==> config.mk <==
export PLATFORM = sky130hd
export DESIGN_NAME = rv_alu
export DESIGN_NICKNAME = d
export VERILOG_FILES = /design/src/rtl/rv_alu_pkg.sv /design/src/rtl/rv_alu_addsub.sv /design/src/rtl/rv_alu.sv
export SDC_FILE = /design/constraint.sdc
export NUM_CORES = 1
export LEC_CHECK = 0
export ABC_AREA = 1
export CORE_ASPECT_RATIO = 0.75
export CORE_MARGIN = 5
export CORE_UTILIZATION = 40
export CTS_CLUSTER_SIZE = 14
export DETAILED_ROUTE_END_ITERATION = 16
export PLACE_DENSITY = 0.68
export RECOVER_POWER = 25
export REMOVE_ABC_BUFFERS = 1
export SLEW_MARGIN = 10
export SYNTH_ARGS = -nofsm -noshare
export SYNTH_HDL_FRONTEND = slang
export SYNTH_SLANG_ARGS = --single-unit
==> constraint.sdc <==
create_clock -name clk -period 1.66 [get_ports clk]
set_clock_uncertainty 0.15 [all_clocks]
set_input_delay 0.498 -clock clk [delete_from_list [all_inputs] [get_ports clk]]
set_output_delay 0.498 -clock clk [all_outputs]
set_load 0.01 [all_outputs]
==> src/rtl/rv_alu_pkg.sv <==
// rv_alu_pkg: shared constants for the RV32 ALU.
//   WIDTH      - datapath width (only 32 is supported)
//   ALU_*      - 3-bit operation codes driven on ALUControl
package rv_alu_pkg;

   localparam int WIDTH = 32;

   localparam logic [2:0] ALU_ADD = 3'b000;
   localparam logic [2:0] ALU_SUB = 3'b001;
   localparam logic [2:0] ALU_AND = 3'b010;
   localparam logic [2:0] ALU_OR  = 3'b011;
   localparam logic [2:0] ALU_XOR = 3'b100;
   localparam logic [2:0] ALU_SLL = 3'b101;
   localparam logic [2:0] ALU_SRL = 3'b110;
   localparam logic [2:0] ALU_SLT = 3'b111;

endpackage

==> src/rtl/rv_alu_addsub.sv <==
// rv_alu_addsub: single shared adder for ADD, SUB and SLT.
//   a, b  - operands (two's complement)
//   sub   - 1 selects a - b, 0 selects a + b
//   sum   - a + (b ^ {WIDTH{sub}}) + sub, modulo 2^WIDTH
//   v     - signed overflow of that addition
module rv_alu_addsub
   import rv_alu_pkg::*;
(
   input  logic [WIDTH-1:0] a,
   input  logic [WIDTH-1:0] b,
   input  logic             sub,
   output logic [WIDTH-1:0] sum,
   output logic             v
);

   logic [WIDTH-1:0] b_eff;

   always_comb begin
      // Subtraction as a plus inverted b plus one: one carry chain serves all three ops.
      b_eff = b ^ {WIDTH{sub}};
      sum   = a + b_eff + {{(WIDTH-1){1'b0}}, sub};
      // Overflow when the effective addends agree in sign but the sum does not.
      // Using b_eff covers SUB too, including b = most-negative value.
      v     = (a[WIDTH-1] == b_eff[WIDTH-1]) && (sum[WIDTH-1] != a[WIDTH-1]);
   end

endmodule

==> src/rtl/rv_alu.sv <==
// rv_alu: 32-bit RV32 integer ALU with registered result and flags.
//   clk, rst_n  - clock (rising edge) and asynchronous active-low reset
//   A, B        - operands; B[4:0] is the shift amount for SLL/SRL
//   ALUControl  - operation select (see rv_alu_pkg ALU_* codes)
//   Result      - registered result, one cycle after the inputs
//   V, N, Zero  - registered overflow, negative and zero flags
module rv_alu #(
   parameter int WIDTH = rv_alu_pkg::WIDTH
) (
   input  logic             clk,
   input  logic             rst_n,
   input  logic [WIDTH-1:0] A,
   input  logic [WIDTH-1:0] B,
   input  logic [2:0]       ALUControl,
   output logic [WIDTH-1:0] Result,
   output logic             V,
   output logic             N,
   output logic             Zero
);

   import rv_alu_pkg::*;

   logic [WIDTH-1:0] as_sum;
   logic             as_v;
   logic             as_sub;
   logic [4:0]       shamt;

   logic [WIDTH-1:0] result_d, result_q;
   logic             v_d, v_q;
   logic             n_d, n_q;
   logic             zero_d, zero_q;

   // SLT reuses the subtractor, so only ADD runs the adder in add mode.
   assign as_sub = (ALUControl != ALU_ADD);
   assign shamt  = B[4:0];

   rv_alu_addsub u_addsub (
      .a   (A),
      .b   (B),
      .sub (as_sub),
      .sum (as_sum),
      .v   (as_v)
   );

   always_comb begin
      result_d = '0;
      v_d      = 1'b0;
      unique case (ALUControl)
         ALU_ADD: begin result_d = as_sum; v_d = as_v; end
         ALU_SUB: begin result_d = as_sum; v_d = as_v; end
         ALU_AND: result_d = A & B;
         ALU_OR:  result_d = A | B;
         ALU_XOR: result_d = A ^ B;
         ALU_SLL: result_d = A << shamt;
         ALU_SRL: result_d = A >> shamt;
         // Sign of the difference corrected by overflow gives true signed less-than.
         ALU_SLT: result_d = {{(WIDTH-1){1'b0}}, as_sum[WIDTH-1] ^ as_v};
         default: result_d = '0;
      endcase
      // Flags derive from the exact value being registered as Result.
      n_d    = result_d[WIDTH-1];
      zero_d = (result_d == '0);
   end

   always_ff @(posedge clk or negedge rst_n) begin
      if (!rst_n) begin
         result_q <= '0;
         v_q      <= 1'b0;
         n_q      <= 1'b0;
         zero_q   <= 1'b1;   // consistent with Result = 0
      end else begin
         result_q <= result_d;
         v_q      <= v_d;
         n_q      <= n_d;
         zero_q   <= zero_d;
      end
   end

   assign Result = result_q;
   assign V      = v_q;
   assign N      = n_q;
   assign Zero   = zero_q;

endmodule

==> results.yml <==
placed_design:
  port_buffers: 103
  detailed_place_hpwl_mm: 37.5
  dpl.cell_count: 2183
  worst_setup_timing_slack_at_the_placement_stage_ns: -2.35
  globalplace.congestion: 1.03
cts:
  ctsRootBufferMaster: "clkbuf_16"
  cts_tree: "done"
  cts_num_sinks: 34
  cts_htree_levels: 2
  clock_pin_slew_worst_setup_and_hold_paths_ns: 0.06
  ctsLongestPathBuffers: 2
  tritoncts.num_buffers: 5
power:
  power.share.clock_pct: 12.4
  power.ir.vdd_worst_mv: 0.425
  p_sw_mw: 3.58
  internal_power_mw: 4.01
  fin_total_pwr_mw: 7.59
  power.combinational.fraction_pct: 74.6
  pwr-share-seq_pct: 13.0
  power.share.switching_pct: 47.2
  pwr_density_cell_nw_per_um2: 521
  p_leak_nw: 7.54
route:
  drt_drc_violations_left: 0
  antenna_violating_nets_post_route: 0
  detail_route.iter0.violations: 1583
  vias_per_cell: 5.62
  route.final.wire_length_mm: 48.5
  wl_per_cell_um: 21.4
  drt_first_pass_iters: 5
  detailroute.via_count: 12700
logic_synthesis:
  share_of_flip_flops_with_an_asynchronous_set_or_reset_pct: 100
  postSynthCellCount: 1514
  synth.distinct_cells: 49
  synth_edf_count: 0
  synth_area_leader_cell: "nand3_1"
  post_synth_instance_area_um2: 8640
  yosys-top-cells-area: "nand3_1, nand2_1, ha_1, dfrtp_1, inv_1"
  synth.yosys.seq_area_share_pct: 9.86
  predominant_post_synthesis_flop_cell: "dfrtp_1"
  ys_top_cells_by_count: "nand2_1, nand3_1, inv_1"
  yosys_warnings: 0
  synth_largest_type_area_fraction_pct: 18.7
  avgSynthCellArea_um2: 5.71
  yosysMostFrequentCell: "nand2_1"
  ys_seq_elements: 34
run_status:
  result_of_the_run: "complete, but fails checks"
  violations_in_the_final_reports: "setup timing"
grt:
  grt_start_max_net_pins: 65
  grt_pass1_wl_mm: 69.4
  vias_in_the_first_global_route: 11700
  grt_antenna_before_repair: 0
  grt_use_total_pct: 36.5
  grt_overflow: 0
critical_path:
  crit_path_end_kind: "flip-flop"
  crit_path_cell_trace: "buf_8 -> nor2_4 -> nand2_8 -> buf_8 -> xor2_4 -> fa_2 -> o21ai_4 -> nand2_1 -> nand2_2 -> buf_6 -> nand2_4 -> nand2_2 -> nand3b_1 -> nand3_1 -> nand2_1 -> a21oi_2 -> nand3_1 -> nor2_2 -> nand2_2 -> nor2_2"
  critPathArrivalTime_ns: 3.32
  cpPeakStageDelay_ns: 0.39
  worstSetupPathType: "in -> reg"
  crit_path_launch_type: "primary input"
  crit_slowest_cell: "fa_2"
  critPathMostFrequentCell: "nand2_2"
  crit_fanout: 7
  crit_required_ns: 1.74
die:
  die_x_um: 180
  initial_utilization_pct: 40.8
  core_um2: 21200
  fp.dieH_um: 137
  design.die.area_um2: 24700
  floorplan.rows: 46
  io_pins: 104
final_layout:
  syn2layout_area_growth_pct: 68.5
  drive_above_1_share_pct: 37.8
  fin_nets: 2137
  multi_input_comb_area_um2: 8020
  sequential_cell_area_um2: 852
  fill_cells: 1838
  instances_no_fill: 2262
sta:
  rsz_0062_raised_after_global_routing: "yes"
  final_critical_path_setup_slack_ns: -1.59
  fmax_ghz: 0.308
  timing.final.max_slew_violations: 0
  hold_violations: 0
  tightest_slew_ns: 0.731
  max-slew-margin-rel_pct: 50.9
  fin_crit_ns: 3.25
  timing.final.setup_violations: 34
  final_min_period_over_clock_period_pct: 196
job:
  drv_cap: 0
hold_path:
  hold_path.class: "in -> async"
==> layout make-up <==
cell class              instances  area share [%]
diodes                          1          0.0172
clock buffers                   6           0.885
clock inverters                 2          0.0687
inverters                     179            4.69
multi-input cells            1231            55.1
flip-flops and latches         34            5.85
well taps                     288            2.47
repair buffers                521            31.0
==> placed cells by master, fill, tap and decap left out, types with 25 or more instances in the layout <==
cell type / n
nand3_1: 293
inv_2: 34
ha_1: 84
o211ai_1: 28
nand2_2: 81
nor2_2: 25
nor2_1: 78
o21ai_0: 27
buf_6: 43
a21oi_1: 30
inv_1: 140
dlygate4sd2_1: 52
nand2_1: 296
clkdlybuf4s50_1: 37
nand3_2: 30
dfrtp_1: 33
buf_4: 354
xor2_1: 28
==> cell families after synthesis <==
group / Yosys count / share of synthesized area, %
buf+inv: 249 / 12.1
simple gates: 909 / 47.0
compound gates: 185 / 12.9
xor+xnor: 39 / 3.95
mux: 2 / 0.232
flops: 34 / 9.86
fa+ha+maj: 96 / 14.0
==> worst paths after layout <==
check | start | endpoint | slack (ns) | depth (start not counted)
max | ALUControl[2] | Zero | -1.59 | 20
min | rst_n | Result[15] | 0.65 | 2
max in group asynchronous | rst_n | V | 0.08 | 3
min in group clk | ALUControl[2] | Result[0] | 0.84 | 7
==> critical path: cells and delay by family <==
family / cells / cell delay (ns)
simple gates: 13 / 1.47
compound gates: 2 / 0.36
xor+xnor: 1 / 0.17
fa+ha+maj: 1 / 0.39
buf+inv: 3 / 0.40
==> power groups by stage <==
| stage | clock network (mW) | logic, mW | registers (mW) |
|---|---|---|---|
| floorplan | 0 | 1.89 | 1.07 |
| global placement | 0 | 4.39 | 0.996 |
| detailed placement | 0 | 4.43 | 1.01 |
| CTS | 0.947 | 4.91 | 0.985 |
| global route | 0.988 | 6.00 | 0.994 |
| finish | 0.945 | 5.66 | 0.985 |
==> state kept, by name (all words and copies together) (netlist names) <==
name    count
Result     31
N           1
V           1
Zero        1
==> layer usage <==
metal  track usage (%)  vias up  routed length (um)
met5                 0        -                   0
met4              8.80        0                1590
met3              10.3      100                5410
met2              55.4      716               20300
met1              51.4     5921               21200
li1                  -     5968                   -
==> timing repair <==
item / CTS / global route
gates resized for setup: 316 / 189
hold buffers: 1 / 0
setup endpoints to repair: 69 / 34
gates cloned: 1 / 0
setup buffers: 45 / 32
endpoints found under the hold margin: 7 / 0
pin swaps: 102 / 112
==> metrics by stage <==
step / instance area [um^2] / utilization [%] / hold WS (ns) / setup TNS [ns]
2_1_floorplan: 8270 / - / 0.0524 / -44.65
3_3_place_gp: 12400 / 58.6 / 0.236 / -60.79
3_5_place_dp: 12400 / 58.6 / 0.252 / -61.71
4_1_cts: 13600 / 64.3 / 0.491 / -34.81
5_1_grt: 14600 / 68.7 / 0.695 / -41.92
6_report: 14600 / 68.8 / 0.648 / -38.48
(Power assumes the default switching activity.)
